$ cat src/rtl/axis_16bit_fifo.sv
// axis_16bit_fifo: synchronous first-word-fall-through FIFO that decouples the
// 8-bit adder's sum stream from receiver backpressure. The head word is
// presented combinationally from the storage array, so a word written at one
// edge is visible right after it and can be popped at the next edge.
module axis_16bit_fifo #(
    parameter int DEPTH = 4,
    parameter int WIDTH = 16,
    parameter int LW    = $clog2(DEPTH) + 1
) (
    input  logic             clk,
    input  logic             rst,
    input  logic [WIDTH-1:0] s_axis_data,
    input  logic             s_axis_valid,
    output logic             s_axis_ready,
    output logic [WIDTH-1:0] m_axis_data,
    output logic             m_axis_valid,
    input  logic             m_axis_ready,
    output logic [LW-1:0]    level,
    output logic             full,
    output logic             empty
);

    localparam int AW = $clog2(DEPTH);
    localparam logic [LW-1:0] FULL_LVL = LW'(DEPTH);

    logic [WIDTH-1:0] mem [DEPTH];
    logic [AW-1:0]    wr_ptr;
    logic [AW-1:0]    rd_ptr;
    logic             push;
    logic             pop;

    // Flags decode registered occupancy only; ready/valid are additionally
    // forced low during reset so no handshake can complete in a reset cycle.
    // Neither ready nor valid looks at the opposite side's handshake input,
    // and a full FIFO refuses writes even when a pop happens the same cycle.
    always_comb begin
        full         = (level == FULL_LVL);
        empty        = (level == '0);
        s_axis_ready = !full && !rst;
        m_axis_valid = !empty && !rst;
        m_axis_data  = m_axis_valid ? mem[rd_ptr] : '0;
        push         = s_axis_valid && s_axis_ready;
        pop          = m_axis_valid && m_axis_ready;
    end

    // Storage write; contents are intentionally left alone on reset, the
    // pointers/level reset is what discards them.
    always_ff @(posedge clk) begin
        if (push) begin
            mem[wr_ptr] <= s_axis_data;
        end
    end

    // Pointers wrap naturally since DEPTH is a power of two; level moves only
    // when exactly one of push/pop fires.
    always_ff @(posedge clk) begin
        if (rst) begin
            wr_ptr <= '0;
            rd_ptr <= '0;
            level  <= '0;
        end else begin
            if (push) wr_ptr <= wr_ptr + 1'b1;
            if (pop)  rd_ptr <= rd_ptr + 1'b1;
            if (push && !pop)      level <= level + 1'b1;
            else if (pop && !push) level <= level - 1'b1;
        end
    end

endmodule

$ cat config.mk
export PLATFORM = sky130hd
export DESIGN_NAME = axis_16bit_fifo
export DESIGN_NICKNAME = d
export VERILOG_FILES = /design/src/rtl/axis_16bit_fifo.sv
export SDC_FILE = /design/constraint.sdc
export NUM_CORES = 1
export LEC_CHECK = 0
export BUFFER_PORTS_ARGS = -buffer_cell sky130_fd_sc_hd__clkbuf_2
export CAP_MARGIN = 20
export CORE_MARGIN = 1.5
export CORE_UTILIZATION = 40
export CTS_CLUSTER_SIZE = 12
export DETAILED_ROUTE_END_ITERATION = 6
export GPL_TIMING_DRIVEN = 0
export PLACE_DENSITY_LB_ADDON = 0.1
export SLEW_MARGIN = 0
export SYNTH_ARGS = -nofsm -noshare
export SYNTH_HDL_FRONTEND = slang
export SYNTH_SLANG_ARGS = --single-unit
$ cat constraint.sdc
create_clock -name clk -period 5.8 [get_ports clk]
set_clock_uncertainty 0.05 [all_clocks]
set_input_delay 0.29 -clock clk [delete_from_list [all_inputs] [get_ports clk]]
set_output_delay 0.29 -clock clk [all_outputs]
set_load 0.05 [all_outputs]
==> results of run 1 <==
[critical path, cell delays in order (launching register included)]
cell,delay [ns]
dfxtp_1,0.39
nor3_2,0.33
nor2_2,0.17
clkbuf_1,0.28
nand2_1,0.14
ha_1,0.20
inv_1,0.06
fa_1,0.38
xor2_1,0.16
or3_1,0.32
a21oi_1,0.15
[how the worst max path moves through the flow]
stage | start | endpoint | slack [ns] | cells past startpoint
final | level[0]$_SDFFE_PP0P_ | level[2]$_SDFFE_PP0P_ | 3.09 | 10
after global routing | level[0]$_SDFFE_PP0P_ | level[2]$_SDFFE_PP0P_ | 2.87 | 10
after CTS | level[0]$_SDFFE_PP0P_ | level[2]$_SDFFE_PP0P_ | 3.08 | 10
after detailed placement | level[0]$_SDFFE_PP0P_ | level[2]$_SDFFE_PP0P_ | 3.12 | 10
after global placement | level[0]$_SDFFE_PP0P_ | level[2]$_SDFFE_PP0P_ | 3.21 | 10
after floorplan | level[0]$_SDFFE_PP0P_ | level[2]$_SDFFE_PP0P_ | 2.46 | 10
[area by class of cell]
| type | instances | area share [%] |
|---|---|---|
| buffer | 6 | 1.37 |
| clock buffer | 9 | 3.58 |
| clock inverter | 7 | 1.99 |
| inverter | 3 | 0.325 |
| multi-input combinational | 68 | 22.3 |
| sequential | 73 | 60.8 |
| tap | 99 | 3.58 |
| timing repair buffer | 42 | 6.08 |
[kinds of logic (layout without fill, tap and decap cells)]
| family | after synthesis | in the layout | synth area share (%) |
|---|---|---|---|
| flip-flops | 73 | 73 | 71.7 |
| AND/OR/NAND/NOR | 35 | 35 | 7.55 |
| AO/OA/AOI/OAI | 5 | 5 | 0.939 |
| multiplexers | 19 | 19 | 14.1 |
| buffers and inverters | 9 | 67 | 2.00 |
| XOR/XNOR | 3 | 3 | 0.896 |
| adder cells (fa/ha/maj) | 6 | 6 | 2.82 |
[cells in the mapped netlist (all sizes together)]
| library cell | number | area (um2) |
|---|---|---|
| a21oi | 2 | 10.0 |
| and2 | 20 | 125 |
| buf | 3 | 36.3 |
| clkbuf | 3 | 11.3 |
| dfxtp | 9 | 180 |
| edfxtp | 64 | 1920 |
| fa | 1 | 20.0 |
| ha | 5 | 62.6 |
| inv | 3 | 11.3 |
| mux2 | 1 | 11.3 |
| mux2i | 2 | 20.0 |
| mux4 | 16 | 383 |
| nand2 | 2 | 7.51 |
| nand2b | 1 | 6.26 |
| nor2 | 7 | 28.8 |
| nor3 | 1 | 10.0 |
| nor3b | 2 | 31.3 |
| o21ai | 2 | 10.0 |
| o31ai | 1 | 7.51 |
| or3 | 2 | 12.5 |
| xor2 | 3 | 26.3 |
[per-stage QoR]
step / utilization, % / cell area, um2 / total power [mW]
finish: 48.2 / 3460 / 1.56
global route: 48.2 / 3460 / 1.63
CTS: 48.2 / 3460 / 1.57
detailed placement: 45.5 / 3270 / 1.19
global placement: 45.5 / 3270 / 1.18
floorplan: - / 2930 / 1.07
[placed cells by master (no fill, tap or decap), types with 3 or more instances in the layout]
master	n
and2_1	20
clkbuf_1	3
clkbuf_2	42
clkbuf_8	9
dfxtp_1	9
edfxtp_1	64
ha_1	5
inv_1	3
mux4_1	6
mux4_2	10
nor2_1	6
xor2_1	3
[power groups by stage]
stage / sequential (mW) / combinational, mW / clock, mW
2_1_floorplan: 0.685 / 0.389 / 0
3_3_place_gp: 0.659 / 0.522 / 0
3_5_place_dp: 0.665 / 0.529 / 0
4_1_cts: 0.653 / 0.531 / 0.388
5_1_grt: 0.658 / 0.564 / 0.409
6_report: 0.653 / 0.522 / 0.384
[per-layer routing]
metal	vias up	share of wire [%]
met2	36	48
met4	0	1.8
met1	730	45
li1	691	-
met5	-	0
met3	11	4.6
[state kept, by name (all words and copies together) (netlist names), named ones only]
register,flops
wr_ptr,2
level,3
mem,64
rd_ptr,2
==> flow_results.xml, run 1 <==
<?xml version="1.0" encoding="UTF-8"?>
<metrics>
  <group name="place">
    <metric name="buffer_ports.inserted" unit="">42</metric>
    <metric name="dpl.hpwl" unit="um">3130</metric>
    <metric name="placed_cells_incl_taps" unit="">291</metric>
    <metric name="preCtsSetupSlack" unit="ns">3.12</metric>
    <metric name="gp_congestion" unit="">0.735</metric>
  </group>
  <group name="power_and_ir_drop">
    <metric name="pwr_density_cell" unit="mW/mm2">450</metric>
    <metric name="pwr-share-clk" unit="%">24.6</metric>
    <metric name="power.share.sequential" unit="%">41.9</metric>
    <metric name="intPower" unit="mW">0.999</metric>
    <metric name="power.net_switching" unit="mW">0.558</metric>
    <metric name="static_leakage" unit="nW">1.24</metric>
    <metric name="worst_ir_drop_vdd" unit="V">0.000298</metric>
    <metric name="switching_share" unit="%">35.9</metric>
    <metric name="p_comb_share" unit="%">33.5</metric>
  </group>
  <group name="floorplan">
    <metric name="fp-row-count" unit="">31</metric>
    <metric name="initial_core_utilization" unit="%">40.9</metric>
    <metric name="fp.coreArea" unit="mm2">0.00718</metric>
    <metric name="ioPinCount" unit="">43</metric>
    <metric name="die-width" unit="um">88.6</metric>
    <metric name="die_y" unit="um">88.6</metric>
    <metric name="die_area" unit="mm2">0.00785</metric>
  </group>
  <group name="clocking">
    <metric name="clock_tree_root" unit="">clkbuf_8</metric>
    <metric name="clk_transition_reported_paths" unit="ns">0.08</metric>
    <metric name="hold_buffers" unit="">0</metric>
    <metric name="postCtsResizedCells" unit="">0</metric>
    <metric name="cts_tree" unit="">done</metric>
    <metric name="cts_num_sinks" unit="">73</metric>
    <metric name="cts_buf_count" unit="">9</metric>
    <metric name="clock_latency_at_the_later_pin_of_the_worst_skew_pair" unit="ns">0.34</metric>
    <metric name="cts_htree_levels" unit="">3</metric>
    <metric name="ctsLongestPathBuffers" unit="">2</metric>
    <metric name="postCtsSetupBuffers" unit="">0</metric>
  </group>
  <group name="layout">
    <metric name="fin_nets" unit="">229</metric>
    <metric name="sequential_cell_area" unit="mm2">0.00210</metric>
    <metric name="multiInputGateArea" unit="um2">772</metric>
    <metric name="fillerInstances" unit="">624</metric>
    <metric name="syn_to_final_growth" unit="%">18.0</metric>
    <metric name="instances_no_fill" unit="">307</metric>
    <metric name="final_layout_size_suffix_gt1_share" unit="%">36.1</metric>
    <metric name="diodes" unit="">0</metric>
  </group>
  <group name="timing">
    <metric name="finalWorstPathRequiredPeriod" unit="ns">2.71</metric>
    <metric name="finalHoldViolations" unit="">0</metric>
    <metric name="period_share" unit="%">46.7</metric>
    <metric name="setup_viol_count_final" unit="">0</metric>
    <metric name="worst-slew-pin-transition" unit="ns">0.906</metric>
    <metric name="grt_setup_unrepaired" unit="">false</metric>
    <metric name="layout_setup_ws" unit="ns">3.09</metric>
    <metric name="timing.setup.tns" unit="ns">0</metric>
    <metric name="max_freq" unit="MHz">370</metric>
    <metric name="max_slew_margin" unit="%">39.6</metric>
    <metric name="report.final.slew_viol_count" unit="">0</metric>
    <metric name="fin_worst_hold_slack" unit="ns">0.109</metric>
  </group>
  <group name="global_route">
    <metric name="grt_max_degree" unit="">17</metric>
    <metric name="antenna_found_initial" unit="">0</metric>
    <metric name="wire_length_of_the_first_global_routing_pass" unit="um">7570</metric>
    <metric name="most_crowded_layer_gr" unit="">met2</metric>
    <metric name="groute.layer.met2.usage" unit="%">21.8</metric>
    <metric name="globalRouteMet1Util" unit="%">18.0</metric>
    <metric name="grt_pass1_vias" unit="">1499</metric>
    <metric name="grtUsageTotal" unit="%">14.0</metric>
    <metric name="met3_usage" unit="%">4.20</metric>
    <metric name="grt_overflow_total" unit="">0</metric>
  </group>
  <group name="setup_path">
    <metric name="regToRegEndpoint" unit="">level[2]$_SDFFE_PP0P_</metric>
    <metric name="worstRegToRegCells" unit="">10</metric>
    <metric name="timing.critical_path.from_type" unit="">flop</metric>
    <metric name="critical_path.endpoint_type" unit="">flop</metric>
    <metric name="worst_ep_arrival_time" unit="ns">2.93</metric>
    <metric name="rr_startpoint" unit="">level[0]$_SDFFE_PP0P_</metric>
    <metric name="worstPathRequired" unit="ns">6.02</metric>
    <metric name="rrSetupSlack" unit="ns">3.09</metric>
    <metric name="timing.setup.critical_path_class" unit="">reg -&gt; reg</metric>
    <metric name="highest_net_fanout_along_the_worst_path" unit="">10</metric>
  </group>
  <group name="routing">
    <metric name="drc_errors" unit="">0</metric>
    <metric name="initialDrtViolationCount" unit="">48</metric>
    <metric name="route.final.wire_length" unit="um">4990</metric>
    <metric name="ant_nets" unit="">0</metric>
    <metric name="routed_via_count" unit="">1468</metric>
    <metric name="detail_route.first_pass.iterations" unit="">4</metric>
    <metric name="average_vias_per_placed_instance" unit="">4.78</metric>
    <metric name="wl_per_cell" unit="um">16.3</metric>
  </group>
  <group name="outcome">
    <metric name="outcome" unit="">finished, final reports clean</metric>
  </group>
  <group name="min_path">
    <metric name="hold_path_class" unit="">in -&gt; reg</metric>
    <metric name="min_to" unit="">mem[2][11]$_DFFE_PP_</metric>
    <metric name="hold_path_startpoint" unit="">s_axis_data[11]</metric>
    <metric name="hold_path_depth" unit="">1</metric>
  </group>
  <group name="logic_synthesis">
    <metric name="yosysUniqueCellTypes" unit="">26</metric>
    <metric name="netlist_area" unit="mm2">0.00293</metric>
    <metric name="synth_cells" unit="">150</metric>
    <metric name="yosysSeqAreaShare" unit="%">71.7</metric>
    <metric name="total_of_warnings_raised_by_yosys" unit="">0</metric>
    <metric name="synth.ff_latch_count" unit="">73</metric>
    <metric name="synthesis.nets" unit="">176</metric>
    <metric name="syn_area_per_cell" unit="um2">19.6</metric>
  </group>
  <group name="flow_run">
    <metric name="max_cap_violations" unit="">0</metric>
  </group>
</metrics>
No activity file was read; power rests on OpenSTA's default activity.
==> run 2, diff against run 1 <==
Clock period 5.8 ns to 2.7 ns, I/O delays scaled along.
==> run 2 against run 1 <==
Against the previous run:
- critical path depth unchanged
- sequential share of layout area decreased by 3.3 points
- clock power up 140%
- via count rose by 3.9%
- maximum frequency increased by 9.8%
- hold slack better by 0.0080 ns
- cell count rose by 5.2%
- combinational power up 120%
- cell area is 6.0% higher
- sequential power is 120% higher
- sequential cell count is the same
- first-iteration DRC count is 63% higher
- highest routed layer unchanged
==> flow_results.xml, run 2 (synthesis results as in run 1) <==
<?xml version="1.0" encoding="UTF-8"?>
<metrics>
  <group name="timing">
    <metric name="fin_worst_hold_slack" unit="ns">0.117</metric>
    <metric name="period_share" unit="%">91.3</metric>
    <metric name="report.final.slew_viol_count" unit="">0</metric>
    <metric name="timing.setup.tns" unit="ns">0</metric>
    <metric name="layout_setup_ws" unit="ns">0.235</metric>
    <metric name="finalWorstPathRequiredPeriod" unit="ns">2.47</metric>
    <metric name="finalHoldViolations" unit="">0</metric>
    <metric name="setup_viol_count_final" unit="">0</metric>
    <metric name="grt_setup_unrepaired" unit="">false</metric>
    <metric name="max_freq" unit="MHz">406</metric>
    <metric name="worst-slew-pin-transition" unit="ns">0.959</metric>
    <metric name="max_slew_margin" unit="%">36.1</metric>
  </group>
  <group name="place">
    <metric name="gp_congestion" unit="">0.751</metric>
    <metric name="buffer_ports.inserted" unit="">42</metric>
    <metric name="preCtsSetupSlack" unit="ns">0.251</metric>
    <metric name="dpl.hpwl" unit="um">3160</metric>
    <metric name="post_dp_cell_area" unit="mm2">0.00329</metric>
  </group>
  <group name="floorplan">
    <metric name="fp-row-count" unit="">31</metric>
    <metric name="die_y" unit="um">88.6</metric>
    <metric name="die-width" unit="um">88.6</metric>
    <metric name="fp.coreArea" unit="mm2">0.00718</metric>
    <metric name="die_area" unit="mm2">0.00785</metric>
    <metric name="initial_core_utilization" unit="%">40.9</metric>
    <metric name="ioPinCount" unit="">43</metric>
  </group>
  <group name="setup_path">
    <metric name="regToRegEndpoint" unit="">level[2]$_SDFFE_PP0P_</metric>
    <metric name="highest_net_fanout_along_the_worst_path" unit="">10</metric>
    <metric name="crit_chain" unit="">nor3_4, nor2_2, clkbuf_8, nand2_1, ha_1, inv_1, fa_1, xor2_1, or3_1, a21oi_1</metric>
    <metric name="path_delay_family" unit="">simple AND/OR/NAND/NOR gates</metric>
    <metric name="rr_startpoint" unit="">level[1]$_SDFFE_PP0P_</metric>
    <metric name="critical_path.endpoint_type" unit="">flop</metric>
    <metric name="worstPathRequired" unit="ns">2.90</metric>
    <metric name="max_stage_delay" unit="ns">0.38</metric>
    <metric name="worstRegToRegCells" unit="">10</metric>
    <metric name="timing.setup.critical_path_class" unit="">reg -&gt; reg</metric>
    <metric name="rrSetupSlack" unit="ns">0.23</metric>
    <metric name="worst_ep_arrival_time" unit="ns">2.67</metric>
    <metric name="timing.critical_path.from_type" unit="">flop</metric>
    <metric name="slowest_library_cell_on_the_worst_path" unit="">fa_1</metric>
    <metric name="timing.critical_path.buf_inv" unit="">2</metric>
  </group>
  <group name="clocking">
    <metric name="cts_num_sinks" unit="">73</metric>
    <metric name="clock_latency_at_the_later_pin_of_the_worst_skew_pair" unit="ns">0.33</metric>
    <metric name="clk_transition_reported_paths" unit="ns">0.07</metric>
    <metric name="postCtsResizedCells" unit="">0</metric>
    <metric name="cts_htree_levels" unit="">3</metric>
    <metric name="postCtsSetupBuffers" unit="">0</metric>
    <metric name="clock_tree_root" unit="">clkbuf_8</metric>
    <metric name="cts_tree" unit="">done</metric>
    <metric name="cts_buf_count" unit="">9</metric>
    <metric name="ctsLongestPathBuffers" unit="">2</metric>
  </group>
  <group name="routing">
    <metric name="initialDrtViolationCount" unit="">78</metric>
    <metric name="drc_errors" unit="">0</metric>
    <metric name="route.final.wire_length" unit="um">5060</metric>
    <metric name="routed_via_count" unit="">1525</metric>
    <metric name="ant_nets" unit="">0</metric>
    <metric name="wl_per_cell" unit="um">15.7</metric>
    <metric name="detail_route.first_pass.iterations" unit="">7</metric>
    <metric name="average_vias_per_placed_instance" unit="">4.72</metric>
  </group>
  <group name="min_path">
    <metric name="hold_path_depth" unit="">4</metric>
    <metric name="hold_path_startpoint" unit="">m_axis_ready</metric>
    <metric name="hold_path_class" unit="">in -&gt; reg</metric>
    <metric name="min_to" unit="">rd_ptr[0]$_SDFFE_PP0P_</metric>
  </group>
  <group name="power_and_ir_drop">
    <metric name="power.net_switching" unit="mW">1.21</metric>
    <metric name="power.share.sequential" unit="%">40.5</metric>
    <metric name="static_leakage" unit="nW">1.33</metric>
    <metric name="power.total" unit="mW">3.49</metric>
    <metric name="worst_ir_drop_vdd" unit="V">0.000715</metric>
    <metric name="pwr-share-clk" unit="%">26.2</metric>
    <metric name="pwr_density_cell" unit="mW/mm2">951</metric>
    <metric name="p_comb_share" unit="%">33.3</metric>
    <metric name="intPower" unit="mW">2.28</metric>
    <metric name="switching_share" unit="%">34.7</metric>
  </group>
  <group name="global_route">
    <metric name="antenna_found_initial" unit="">0</metric>
    <metric name="grt_overflow_total" unit="">0</metric>
    <metric name="grtUsageTotal" unit="%">14.2</metric>
    <metric name="wire_length_of_the_first_global_routing_pass" unit="um">7800</metric>
    <metric name="grt_pass1_vias" unit="">1579</metric>
    <metric name="grt_max_degree" unit="">17</metric>
  </group>
  <group name="outcome">
    <metric name="outcome" unit="">finished, final reports clean</metric>
  </group>
  <group name="layout">
    <metric name="diodes" unit="">0</metric>
    <metric name="fin_nets" unit="">245</metric>
    <metric name="mostFrequentLayoutCells" unit="">edfxtp_1 (64), clkbuf_2 (42), and2_1 (20)</metric>
    <metric name="max_flop_register" unit="">mem</metric>
    <metric name="final_common_cell" unit="">edfxtp_1</metric>
    <metric name="syn_to_final_growth" unit="%">25.0</metric>
    <metric name="final_layout_size_suffix_gt1_share" unit="%">35.7</metric>
    <metric name="postLayoutCellArea" unit="mm2">0.00367</metric>
    <metric name="fillerInstances" unit="">598</metric>
    <metric name="largestRegisters" unit="">mem: 64 flops, level: 3 flops</metric>
    <metric name="largest_register_ff_count" unit="">64</metric>
  </group>
  <group name="flow_run">
    <metric name="max_cap_violations" unit="">0</metric>
  </group>
</metrics>
[run 2: cell types whose count changed in the layout (fill, tap and decap cells not counted)]
| cell | before | now |
|---|---|---|
| bufinv_16 | 1 | 2 |
| clkbuf_1 | 3 | 2 |
| clkbuf_8 | 9 | 10 |
| clkinv_1 | 1 | 0 |
| clkinv_4 | 1 | 2 |
| dfxtp_1 | 9 | 6 |
| dfxtp_2 | 0 | 3 |
| dlygate4sd3_1 | 0 | 16 |
| inv_6 | 1 | 0 |
| nor3_2 | 1 | 0 |
| nor3_4 | 0 | 1 |
[run 2: metal layers]
layer	up-vias	global-route usage [%]	wire, um
met1	760	17.7	2320
li1	722	-	-
met2	37	23.0	2500
met5	-	0	0
met3	6	4.29	176
met4	0	6.39	63
[run 2: power groups by stage]
stage	logic, mW	registers (mW)	clock network [mW]
global placement	1.14	1.43	0
finish	1.16	1.41	0.912
global route	1.25	1.42	0.987
CTS	1.18	1.41	0.936
floorplan	0.853	1.48	0
detailed placement	1.16	1.44	0
[run 2: through the flow]
step,utilization (%),std cells
6_report,51.1,323
5_1_grt,51.1,323
4_1_cts,51.1,323
3_5_place_dp,45.8,291
3_3_place_gp,45.8,291
2_1_floorplan,-,150
[run 2: worst max-delay path by stage]
stage / slack [ns] / to / cells after the start / startpoint
2_1_floorplan: 0.02 / level[2]$_SDFFE_PP0P_ / 10 / level[1]$_SDFFE_PP0P_
3_3_place_gp: 0.39 / level[2]$_SDFFE_PP0P_ / 10 / level[1]$_SDFFE_PP0P_
3_5_place_dp: 0.25 / level[2]$_SDFFE_PP0P_ / 10 / level[1]$_SDFFE_PP0P_
4_1_cts: 0.21 / level[2]$_SDFFE_PP0P_ / 10 / level[1]$_SDFFE_PP0P_
5_1_grt: 0.09 / level[2]$_SDFFE_PP0P_ / 10 / level[1]$_SDFFE_PP0P_
6_report: 0.23 / level[2]$_SDFFE_PP0P_ / 10 / level[1]$_SDFFE_PP0P_
[run 2: worst reg2reg max path: stages, from the launching register on]
cell	delay, ns
dfxtp_2	0.37
nor3_4	0.26
nor2_2	0.15
clkbuf_8	0.20
nand2_1	0.07
ha_1	0.18
inv_1	0.06
fa_1	0.38
xor2_1	0.16
or3_1	0.32
a21oi_1	0.16
[run 2: timing repair]
item                                    4_1_cts  5_1_grt
hold buffers                                 16        0
endpoints found under the hold margin        64        0
endpoints found under the setup margin        0        0
[run 2: area by class of cell]
class,instances,area [um2],area share (%)
Sequential cell,73,2110,57.4
Inverter,3,11.3,0.307
Clock buffer,9,124,3.38
Clock inverter,7,95.1,2.59
Buffer,6,57.6,1.57
Timing Repair Buffer,58,370,10.1
Tap cell,99,124,3.38
Multi-Input combinational cell,68,778,21.2
